## config.mk

```make
export PLATFORM = sky130hd
export DESIGN_NAME = calc_ctrl
export DESIGN_NICKNAME = d
export VERILOG_FILES = /design/src/rtl/calc_pkg.sv /design/src/rtl/calc_debounce.sv /design/src/rtl/calc_ctrl.sv
export SDC_FILE = /design/constraint.sdc
export NUM_CORES = 1
export LEC_CHECK = 0
export CAP_MARGIN = 20
export CORE_UTILIZATION = 54
export DETAILED_ROUTE_END_ITERATION = 10
export GPL_TIMING_DRIVEN = 0
export PLACE_DENSITY = 0.83
export SLEW_MARGIN = 10
export SYNTH_ARGS = -nofsm -noshare
export SYNTH_HDL_FRONTEND = slang
export SYNTH_SLANG_ARGS = --single-unit
```

## constraint.sdc

```tcl
create_clock -name clk -period 4 [get_ports clk]
set_input_delay 1.2 -clock clk [delete_from_list [all_inputs] [get_ports clk]]
set_output_delay 1.2 -clock clk [all_outputs]
set_load 0.03 [all_outputs]
```

## src/rtl/calc_pkg.sv

```systemverilog
// calc_pkg: FSM state encoding and debounce default shared by calc_ctrl and calc_debounce
package calc_pkg;
  typedef enum logic [2:0] {IDLE, LATCH, EXEC, WRITE, HOLD} state_e;
  localparam int DEBOUNCE_CYCLES_DEF = 4;
endpackage

```

## src/rtl/calc_debounce.sv

```systemverilog
// calc_debounce: 2-flop synchronizer plus debouncer; ports clk, rst_n, raw_i -> registered level_o and one-cycle rise_o
module calc_debounce import calc_pkg::*; #(
  parameter int CYCLES = DEBOUNCE_CYCLES_DEF
) (
  input  logic clk,
  input  logic rst_n,
  input  logic raw_i,
  output logic level_o,
  output logic rise_o
);
  localparam int CW = $clog2(CYCLES + 1);
  logic [1:0] sync_q;
  logic [CW-1:0] cnt_q, cnt_d;
  logic lvl_q, lvl_d, rise_q, done;
  assign done = (sync_q[1] != lvl_q) && (cnt_q == CW'(CYCLES - 1));
  always_comb begin
    cnt_d = (sync_q[1] == lvl_q || done) ? '0 : cnt_q + CW'(1);
    lvl_d = done ? sync_q[1] : lvl_q;
  end
  always_ff @(posedge clk or negedge rst_n) begin
    if (!rst_n) begin
      sync_q <= '0;
      cnt_q  <= '0;
      lvl_q  <= 1'b0;
      rise_q <= 1'b0;
    end else begin
      sync_q <= {sync_q[0], raw_i};
      cnt_q  <= cnt_d;
      lvl_q  <= lvl_d;
      rise_q <= done & sync_q[1];
    end
  end
  assign level_o = lvl_q;
  assign rise_o  = rise_q;
endmodule

```

## src/rtl/calc_ctrl.sv

```systemverilog
// calc_ctrl: button-driven calculator sequencer; syncs buttons/switches, latches op/operand, strobes acc_we/acc_clr, counts writes
module calc_ctrl import calc_pkg::*; #(
  parameter int DEBOUNCE_CYCLES = DEBOUNCE_CYCLES_DEF,
  parameter int CNT_W = 8
) (
  input  logic             clk,
  input  logic             rst_n,
  input  logic             btnc,
  input  logic             btnl,
  input  logic             btnr,
  input  logic             btnu,
  input  logic             btnd,
  input  logic [15:0]      sw,
  output logic [2:0]       op_btn,
  output logic [15:0]      operand,
  output logic             acc_we,
  output logic             acc_clr,
  output logic             busy,
  output logic [CNT_W-1:0] op_count
);
  logic [18:0] s1_q, s2_q;
  logic u_lvl, u_rise, d_lvl, d_rise;
  logic [2:0] op_btn_q;
  logic [15:0] operand_q;
  logic acc_we_q, acc_clr_q, busy_q;
  logic [CNT_W-1:0] op_count_q;
  state_e state_q, state_d;
  calc_debounce #(.CYCLES(DEBOUNCE_CYCLES)) u_db_u (.clk(clk), .rst_n(rst_n), .raw_i(btnu), .level_o(u_lvl), .rise_o(u_rise));
  calc_debounce #(.CYCLES(DEBOUNCE_CYCLES)) u_db_d (.clk(clk), .rst_n(rst_n), .raw_i(btnd), .level_o(d_lvl), .rise_o(d_rise));
  always_comb begin
    state_d = state_q;
    case (state_q)
      IDLE:    state_d = d_rise ? LATCH : IDLE;
      LATCH:   state_d = EXEC;
      EXEC:    state_d = WRITE;
      WRITE:   state_d = HOLD;
      HOLD:    state_d = d_lvl ? HOLD : IDLE;
      default: state_d = IDLE;
    endcase
    if (u_rise) state_d = HOLD;
  end
  always_ff @(posedge clk or negedge rst_n) begin
    if (!rst_n) begin
      s1_q       <= '0;
      s2_q       <= '0;
      state_q    <= IDLE;
      op_btn_q   <= '0;
      operand_q  <= '0;
      acc_we_q   <= 1'b0;
      acc_clr_q  <= 1'b0;
      busy_q     <= 1'b0;
      op_count_q <= '0;
    end else begin
      s1_q      <= {btnc, btnl, btnr, sw};
      s2_q      <= s1_q;
      state_q   <= state_d;
      if (state_q == LATCH && !u_rise) begin
        op_btn_q  <= s2_q[18:16];
        operand_q <= s2_q[15:0];
      end
      acc_we_q  <= state_d == WRITE;
      acc_clr_q <= u_rise;
      busy_q    <= state_d != IDLE;
      if (state_d == WRITE) op_count_q <= op_count_q + CNT_W'(1);
    end
  end
  a_rise_has_level: assert property (@(posedge clk) disable iff (!rst_n) !u_rise || u_lvl);
  assign op_btn   = op_btn_q;
  assign operand  = operand_q;
  assign acc_we   = acc_we_q;
  assign acc_clr  = acc_clr_q;
  assign busy     = busy_q;
  assign op_count = op_count_q;
endmodule

```

==> results.yml, run 1 <==
run_status:
  status: "finished clean"
cts:
  cts_num_sinks: 85
  htree_levels: 3
  cts_buffer_depth: 2
  cts-resized-gates: 0
  clock_latency_ps: 340
  cts_tree: "yes"
  numCtsBuffers: 9
  cts-root-buf: "clkbuf_8"
  postCtsSetupRepairBufs: 0
  cts_hold_buf: 0
  path_clk_slew_ps: 70
power:
  total_power_mw: 2.72
  p_per_area_nw_per_um2: 765
  p_leak_nw: 1.61
  vdd_drop_max_v: 0.000512
die:
  die_area_um2: 5320
  num_rows: 25
  io_pins: 53
  start_util: 0.568
  die_w_um: 73.0
  coreArea_um2: 4790
  die-height_um: 73.0
worst_setup_path:
  required_ps: 2800
  crit_buf_inv: 1
  crit_chain: "clkdlybuf4s50_1"
  max_stage_delay_ps: 710
  slowest_stage: "clkdlybuf4s50_1"
  cp_data_arrival_time_ps: 1490
  cp-end-kind: "output pin"
  crit_fanout: 5
  crit_family: "buffers and inverters"
  critPathKind: "reg2out"
  start_kind: "flip-flop"
routing:
  ant_nets: 0
  routed_wl_mm: 3.99
  drt_iter0_drc: 67
  drc: 0
  dr.pass1.iters: 3
  wl_per_cell_um: 13.3
  viasPerCell: 4.75
  vias: 1424
final_layout:
  fin_cells: 300
  syn2layout_area_growth_pct: 30.7
  final_common_cell: "dfrtp_1"
  fin_area_um2: 3550
  layout.nets: 256
  final_cell_mix: "dfrtp_1, clkdlybuf4s50_1, mux2_2"
  antenna_cells: 0
  fill_cells: 297
  drive_above_1_share: 0.172
synth:
  syn_nets: 192
  syn_area_per_cell_um2: 16.6
  yosys-top-cells-area: "dfrtp_1, mux2_2, ha_1"
  synth_seq_area_share: 0.782
  synth.distinct_cells: 22
  synth_area_um2: 2720
  ys_seq_elements: 85
  synth_warnings: 0
  yosys.area.top_type: "dfrtp_1"
  synthCells: 164
  synth_top_area_frac: 0.782
place:
  postPlaceCellArea_um2: 3350
  buffer_ports.inserted: 52
  dp_cells: 284
  globalplace.congestion: 0.734
  hpwl_mm: 2.77
timing:
  fmax_mhz: 371
  fin_crit_ps: 2690
  final_hold_viol_count: 0
  drv_slew: 0
  rsz0062_at_grt: "no"
  period_share: 0.673
  skew_ps: 5.79
  setup_viol: 0
  worstMarginPinSlew_ps: 430
  maxSlewHeadroom: 0.711
global_routing:
  grt_pass1_wl_mm: 6.67
  grt_max_degree: 69
  gr-total-overflow: 0
  grtUsageTotal: 0.179
  grt_pass1_vias: 1439
  antenna_found_initial: 0
job:
  max_cap_violations: 0
worst_hold_path:
  hold_class: "reg2reg"
## routing by layer
metal / global-route usage / vias to the layer above / share of wire
li1: - / 671 / -
met1: 0.226 / 698 / 0.44
met2: 0.271 / 47 / 0.49
met3: 0.0635 / 8 / 0.052
met4: 0.105 / 0 / 0.023
met5: 0 / - / 0
## power by group
group | switching [mW] | internal [mW] | leakage, nW | total [mW]
clock network | 0.272 | 0.349 | 0.107 | 0.621
registers | 0.130 | 1.06 | 1.03 | 1.19
logic | 0.486 | 0.425 | 0.478 | 0.911
total | 0.888 | 1.83 | 1.61 | 2.72
## sequential cells by signal, indices dropped and copies added (netlist names), 3 cells and up
| register | cells |
|---|---|
| s1_q | 19 |
| s2_q | 19 |
| operand | 16 |
| op_count | 8 |
| op_btn | 3 |
| state_q | 3 |
| u_db_d.cnt_q | 3 |
| u_db_u.cnt_q | 3 |
## stage by stage
stage,setup WS (ps),setup TNS [ps],util,hold WS (ps)
floorplan,2260,0,-,331
global placement,-1100,-92720,0.694,331
detailed placement,1660,0,0.700,336
CTS,1280,0,0.743,351
global route,1220,0,0.743,358
finish,1310,0,0.743,351
## cell families (layout without fill, tap and decap cells)
logic type               count (synthesis)  after routing  share of synthesized area
flip-flops                              85             85                      0.782
AND/OR/NAND/NOR                         31             31                     0.0584
buffers and inverters                   11             80                     0.0166
XOR/XNOR                                 9              9                     0.0290
adder cells (fa/ha/maj)                  5              5                     0.0230
AO/OA/AOI/OAI                            4              4                     0.0120
multiplexers                            19             19                     0.0787
## worst paths after layout
path / from / end / slack, ps / depth (start not counted)
worst min-delay path: u_db_d.sync_q[0] / u_db_d.sync_q[1] / 350 / 0
max in group asynchronous: rst_n / op_btn[2] / 2700 / 2
worst max register to register: u_db_u.rise_o / op_count[7] / 2310 / 4
worst min register to register: u_db_d.sync_q[0] / u_db_d.sync_q[1] / 350 / 0
worst max-delay path: op_count[0] / op_count[0] / 1310 / 1
min in group asynchronous: rst_n / u_db_u.sync_q[1] / 720 / 1
## cells in the mapped netlist
| library cell | n |
|---|---|
| dfrtp_1 | 85 |
| mux2_2 | 19 |
| nand2_1 | 9 |
| nor2_1 | 9 |
| inv_1 | 8 |
| ha_1 | 5 |
| xor2_1 | 5 |
| xnor2_1 | 4 |
| buf_2 | 2 |
| nand2b_1 | 2 |
| nand4_1 | 2 |
| nor3_1 | 2 |
| nor4_1 | 2 |
| o21ai_0 | 2 |
| a2111o_1 | 1 |
| a311o_2 | 1 |
| clkbuf_2 | 1 |
| nand3_1 | 1 |
| nor4_2 | 1 |
| nor4b_1 | 1 |
| or2b_1 | 1 |
| or4b_1 | 1 |
## layout make-up
class	instances	area, um2	share of cell area
multi-input cells	68	547	0.154
repair buffers	53	546	0.153
flip-flops and latches	85	2130	0.598
plain buffers	3	15.0	0.00422
clock buffers	11	131	0.0370
inverters	8	30.0	0.00845
clock inverters	5	75.1	0.0211
well taps	67	83.8	0.0236
Power figures use the tool's default switching activity.
==> run 2, diff against run 1 <==
- CORE_UTILIZATION: 54 -> 50
- PLACE_DENSITY: 0.83 -> 0.78
- clock period: 4 -> 2.58 ns (I/O delays scaled with it)
==> results.yml, run 2 (synthesis gave the netlist of run 1 again) <==
worst_setup_path:
  start_kind: "flip-flop"
  cp-end-kind: "output pin"
  r2r_setup_slack_ps: 850
  slowest_stage: "clkdlybuf4s50_1"
  cp_data_arrival_time_ps: 1500
  crit_buf_inv: 1
  crit_chain: "clkdlybuf4s50_1"
  r2r_cells: 3
  required_ps: 1810
  timing.rr.end: "operand[8]"
  r2r_start: "u_db_u.rise_o"
  crit_fanout: 5
  crit_family: "buffers and inverters"
  critPathKind: "reg2out"
  max_stage_delay_ps: 710
power:
  p_leak_nw: 1.61
  p_per_area_nw_per_um2: 1190
  vdd_drop_max_v: 0.000624
final_layout:
  final_cell_mix: "dfrtp_1, clkdlybuf4s50_1, mux2_2"
  syn2layout_area_growth_pct: 31.6
  drive_above_1_share: 0.176
  antenna_cells: 0
  final_common_cell: "dfrtp_1"
  fin_area_um2: 3580
  layout.nets: 256
  fill_cells: 368
timing:
  period_share: 0.880
  maxSlewHeadroom: 0.714
  fin_crit_ps: 2270
  setup_ws_ps: 310
  final_hold_viol_count: 0
  worstMarginPinSlew_ps: 422
  tns_ps: 0
  drv_slew: 0
  fmax_mhz: 440
  setup_viol: 0
  skew_ps: 10.4
  rsz0062_at_grt: "no"
cts:
  cts-resized-gates: 0
  htree_levels: 3
  postCtsSetupRepairBufs: 0
  clock_latency_ps: 350
  numCtsBuffers: 9
  cts-root-buf: "clkbuf_8"
  cts_tree: "yes"
  cts_buffer_depth: 2
  path_clk_slew_ps: 80
  cts_hold_buf: 0
  cts_num_sinks: 85
die:
  num_rows: 26
  start_util: 0.526
  die_w_um: 75.7
  io_pins: 53
  die-height_um: 75.7
  coreArea_um2: 5170
  die_area_um2: 5740
global_routing:
  antenna_found_initial: 0
  grt_pass1_wl_mm: 6.25
  grt_max_degree: 68
  grtUsageTotal: 0.159
  grt_pass1_vias: 1360
  gr-total-overflow: 0
routing:
  dr.pass1.iters: 4
  ant_nets: 0
  vias: 1440
  drt_iter0_drc: 87
  wl_per_cell_um: 12.8
  viasPerCell: 4.75
  routed_wl_mm: 3.88
  drc: 0
place:
  buffer_ports.inserted: 52
  place_ws_ps: 677
  postPlaceCellArea_um2: 3350
  hpwl_mm: 2.53
  globalplace.congestion: 0.741
run_status:
  status: "finished clean"
worst_hold_path:
  hold_class: "in2async"
job:
  max_cap_violations: 0
-- run 2: cell types whose count changed in the layout (fill, tap and decap cells not counted), sizes merged --
cell / delta
clkinv: -2
clkinvlp: +2
-- run 2: metrics by stage --
step	hold WS [ps]	utilization	instances	power, mW
floorplan	331	-	164	2.68
global placement	332	0.643	286	3.23
detailed placement	335	0.648	287	3.28
CTS	289	0.692	303	4.32
global route	306	0.692	303	4.50
finish	295	0.692	303	4.26
-- run 2: worst max-delay path by stage --
stage	from	end	slack, ps	depth (start not counted)
floorplan	u_db_u.rise_o	op_count[7]	1000	4
detailed placement	op_count[0]	op_count[0]	680	1
global placement	rst_n	s1_q[2]	-2080	1
global route	op_count[0]	op_count[0]	230	1
finish	op_count[0]	op_count[0]	310	1
CTS	op_count[0]	op_count[0]	290	1
-- run 2: cell type report --
class                           instances  area (um2)  share of cell area
Buffer                                  3        15.0             0.00420
Clock buffer                           11         141              0.0395
Clock inverter                          5        83.8              0.0234
Inverter                                8        30.0             0.00839
Multi-Input combinational cell         68         547               0.153
Sequential cell                        85        2130               0.595
Tap cell                               70        87.6              0.0245
Timing Repair Buffer                   53         546               0.153
-- run 2: routing by layer --
metal  vias up  GRT usage  share of wire
met4         0      0.111          0.022
met3         8     0.0437          0.048
met5         -          0              0
met1       709      0.214           0.45
met2        54      0.226           0.48
li1        669          -              -
-- run 2: report_power, final --
group | switching [mW] | internal (mW)
sequential | 0.195 | 1.64
clock | 0.442 | 0.573
combinational | 0.747 | 0.661
total | 1.38 | 2.87
==> run 3, diff against run 2 <==
- SLEW_MARGIN: 10 -> 20
==> results.yml, run 3 (synthesis gave the netlist of run 1 again) <==
final_layout:
  fill_cells: 365
  drive_above_1_share: 0.165
  antenna_cells: 0
  layout.nets: 256
  final_common_cell: "dfrtp_1"
  final_cell_mix: "dfrtp_1, clkdlybuf4s50_1, mux2_2"
  final_util: 0.687
  fin_area_um2: 3550
  fin_cells: 300
  syn2layout_area_growth_pct: 30.7
worst_setup_path:
  critPathKind: "reg2out"
  required_ps: 1810
  crit_chain: "clkdlybuf4s50_1"
  cp_data_arrival_time_ps: 1500
  start_kind: "flip-flop"
  crit_fanout: 5
  slowest_stage: "clkdlybuf4s50_1"
  crit_family: "buffers and inverters"
  cp-end-kind: "output pin"
  max_stage_delay_ps: 710
  crit_buf_inv: 1
cts:
  cts-resized-gates: 0
  cts_buffer_depth: 2
  clock_latency_ps: 330
  cts_hold_buf: 0
  cts_tree: "yes"
  cts_num_sinks: 85
  numCtsBuffers: 9
  cts-root-buf: "clkbuf_8"
  postCtsSetupRepairBufs: 0
  path_clk_slew_ps: 70
  htree_levels: 3
timing:
  worstMarginPinSlew_ps: 476
  rsz0062_at_grt: "no"
  drv_slew: 0
  fmax_mhz: 440
  skew_ps: 6.64
  final_hold_viol_count: 0
  period_share: 0.880
  setup_viol: 0
  fin_crit_ps: 2270
  maxSlewHeadroom: 0.683
routing:
  routed_wl_mm: 3.83
  viasPerCell: 4.80
  drc: 0
  dr.pass1.iters: 3
  wl_per_cell_um: 12.8
  drt_iter0_drc: 33
  ant_nets: 0
  vias: 1440
power:
  total_power_mw: 4.20
  p_per_area_nw_per_um2: 1180
  p_leak_nw: 1.61
  vdd_drop_max_v: 0.000726
die:
  coreArea_um2: 5170
  die_w_um: 75.7
  die_area_um2: 5740
  num_rows: 26
  io_pins: 53
  die-height_um: 75.7
  start_util: 0.526
job:
  max_cap_violations: 0
global_routing:
  grtUsageTotal: 0.160
  grt_pass1_wl_mm: 6.38
  grt_pass1_vias: 1454
  grt_max_degree: 49
  antenna_found_initial: 0
  gr-total-overflow: 0
place:
  hpwl_mm: 2.57
  postPlaceCellArea_um2: 3350
  dp_cells: 287
  buffer_ports.inserted: 52
  globalplace.congestion: 0.741
worst_hold_path:
  hold_class: "reg2reg"
run_status:
  status: "finished clean"
## run 3: cell count changes in the layout (fill, tap and decap cells not counted)
cell,change
clkinvlp_4,-2
clkinv_4,-1
## run 3: path summary, 6_finish.rpt
path / slack (ps) / from / end / cells after the start
min in group asynchronous: 400 / rst_n / s2_q[8] / 1
setup reg to reg: 890 / u_db_u.rise_o / operand[9] / 3
hold / removal: 350 / u_db_u.sync_q[0] / u_db_u.sync_q[1] / 0
max in group asynchronous: 1610 / rst_n / operand[2] / 2
hold reg to reg: 350 / u_db_u.sync_q[0] / u_db_u.sync_q[1] / 0
setup / recovery: 310 / op_count[0] / op_count[0] / 1
## run 3: where the power goes
part | total, mW | internal, mW | switching [mW] | leakage (nW)
clock network | 0.958 | 0.556 | 0.401 | 0.101
logic | 1.41 | 0.660 | 0.746 | 0.478
registers | 1.84 | 1.64 | 0.196 | 1.03
total | 4.20 | 2.86 | 1.34 | 1.61
## run 3: area by class of cell
class / count / area (um2) / share of cell area
well taps: 70 / 87.6 / 0.0246
clock buffers: 11 / 141 / 0.0398
clock inverters: 2 / 60.1 / 0.0169
plain buffers: 3 / 15.0 / 0.00423
repair buffers: 53 / 546 / 0.154
flip-flops and latches: 85 / 2130 / 0.599
multi-input cells: 68 / 547 / 0.154
inverters: 8 / 30.0 / 0.00845
## run 3: per-layer routing
layer / up-vias / GRT usage / share of wire
li1: 669 / - / -
met1: 721 / 0.203 / 0.46
met2: 46 / 0.247 / 0.48
met3: 4 / 0.0569 / 0.043
met4: 0 / 0.0741 / 0.015
met5: - / 0 / 0
## run 3: stage by stage
step / hold slack (ps) / worst slack [ps] / setup TNS (ps)
3_5_place_dp: 335 / 672 / 0
5_1_grt: 357 / 242 / 0
3_3_place_gp: 332 / -2080 / -176280
6_report: 347 / 309 / 0
2_1_floorplan: 331 / 1000 / 0
4_1_cts: 351 / 287 / 0
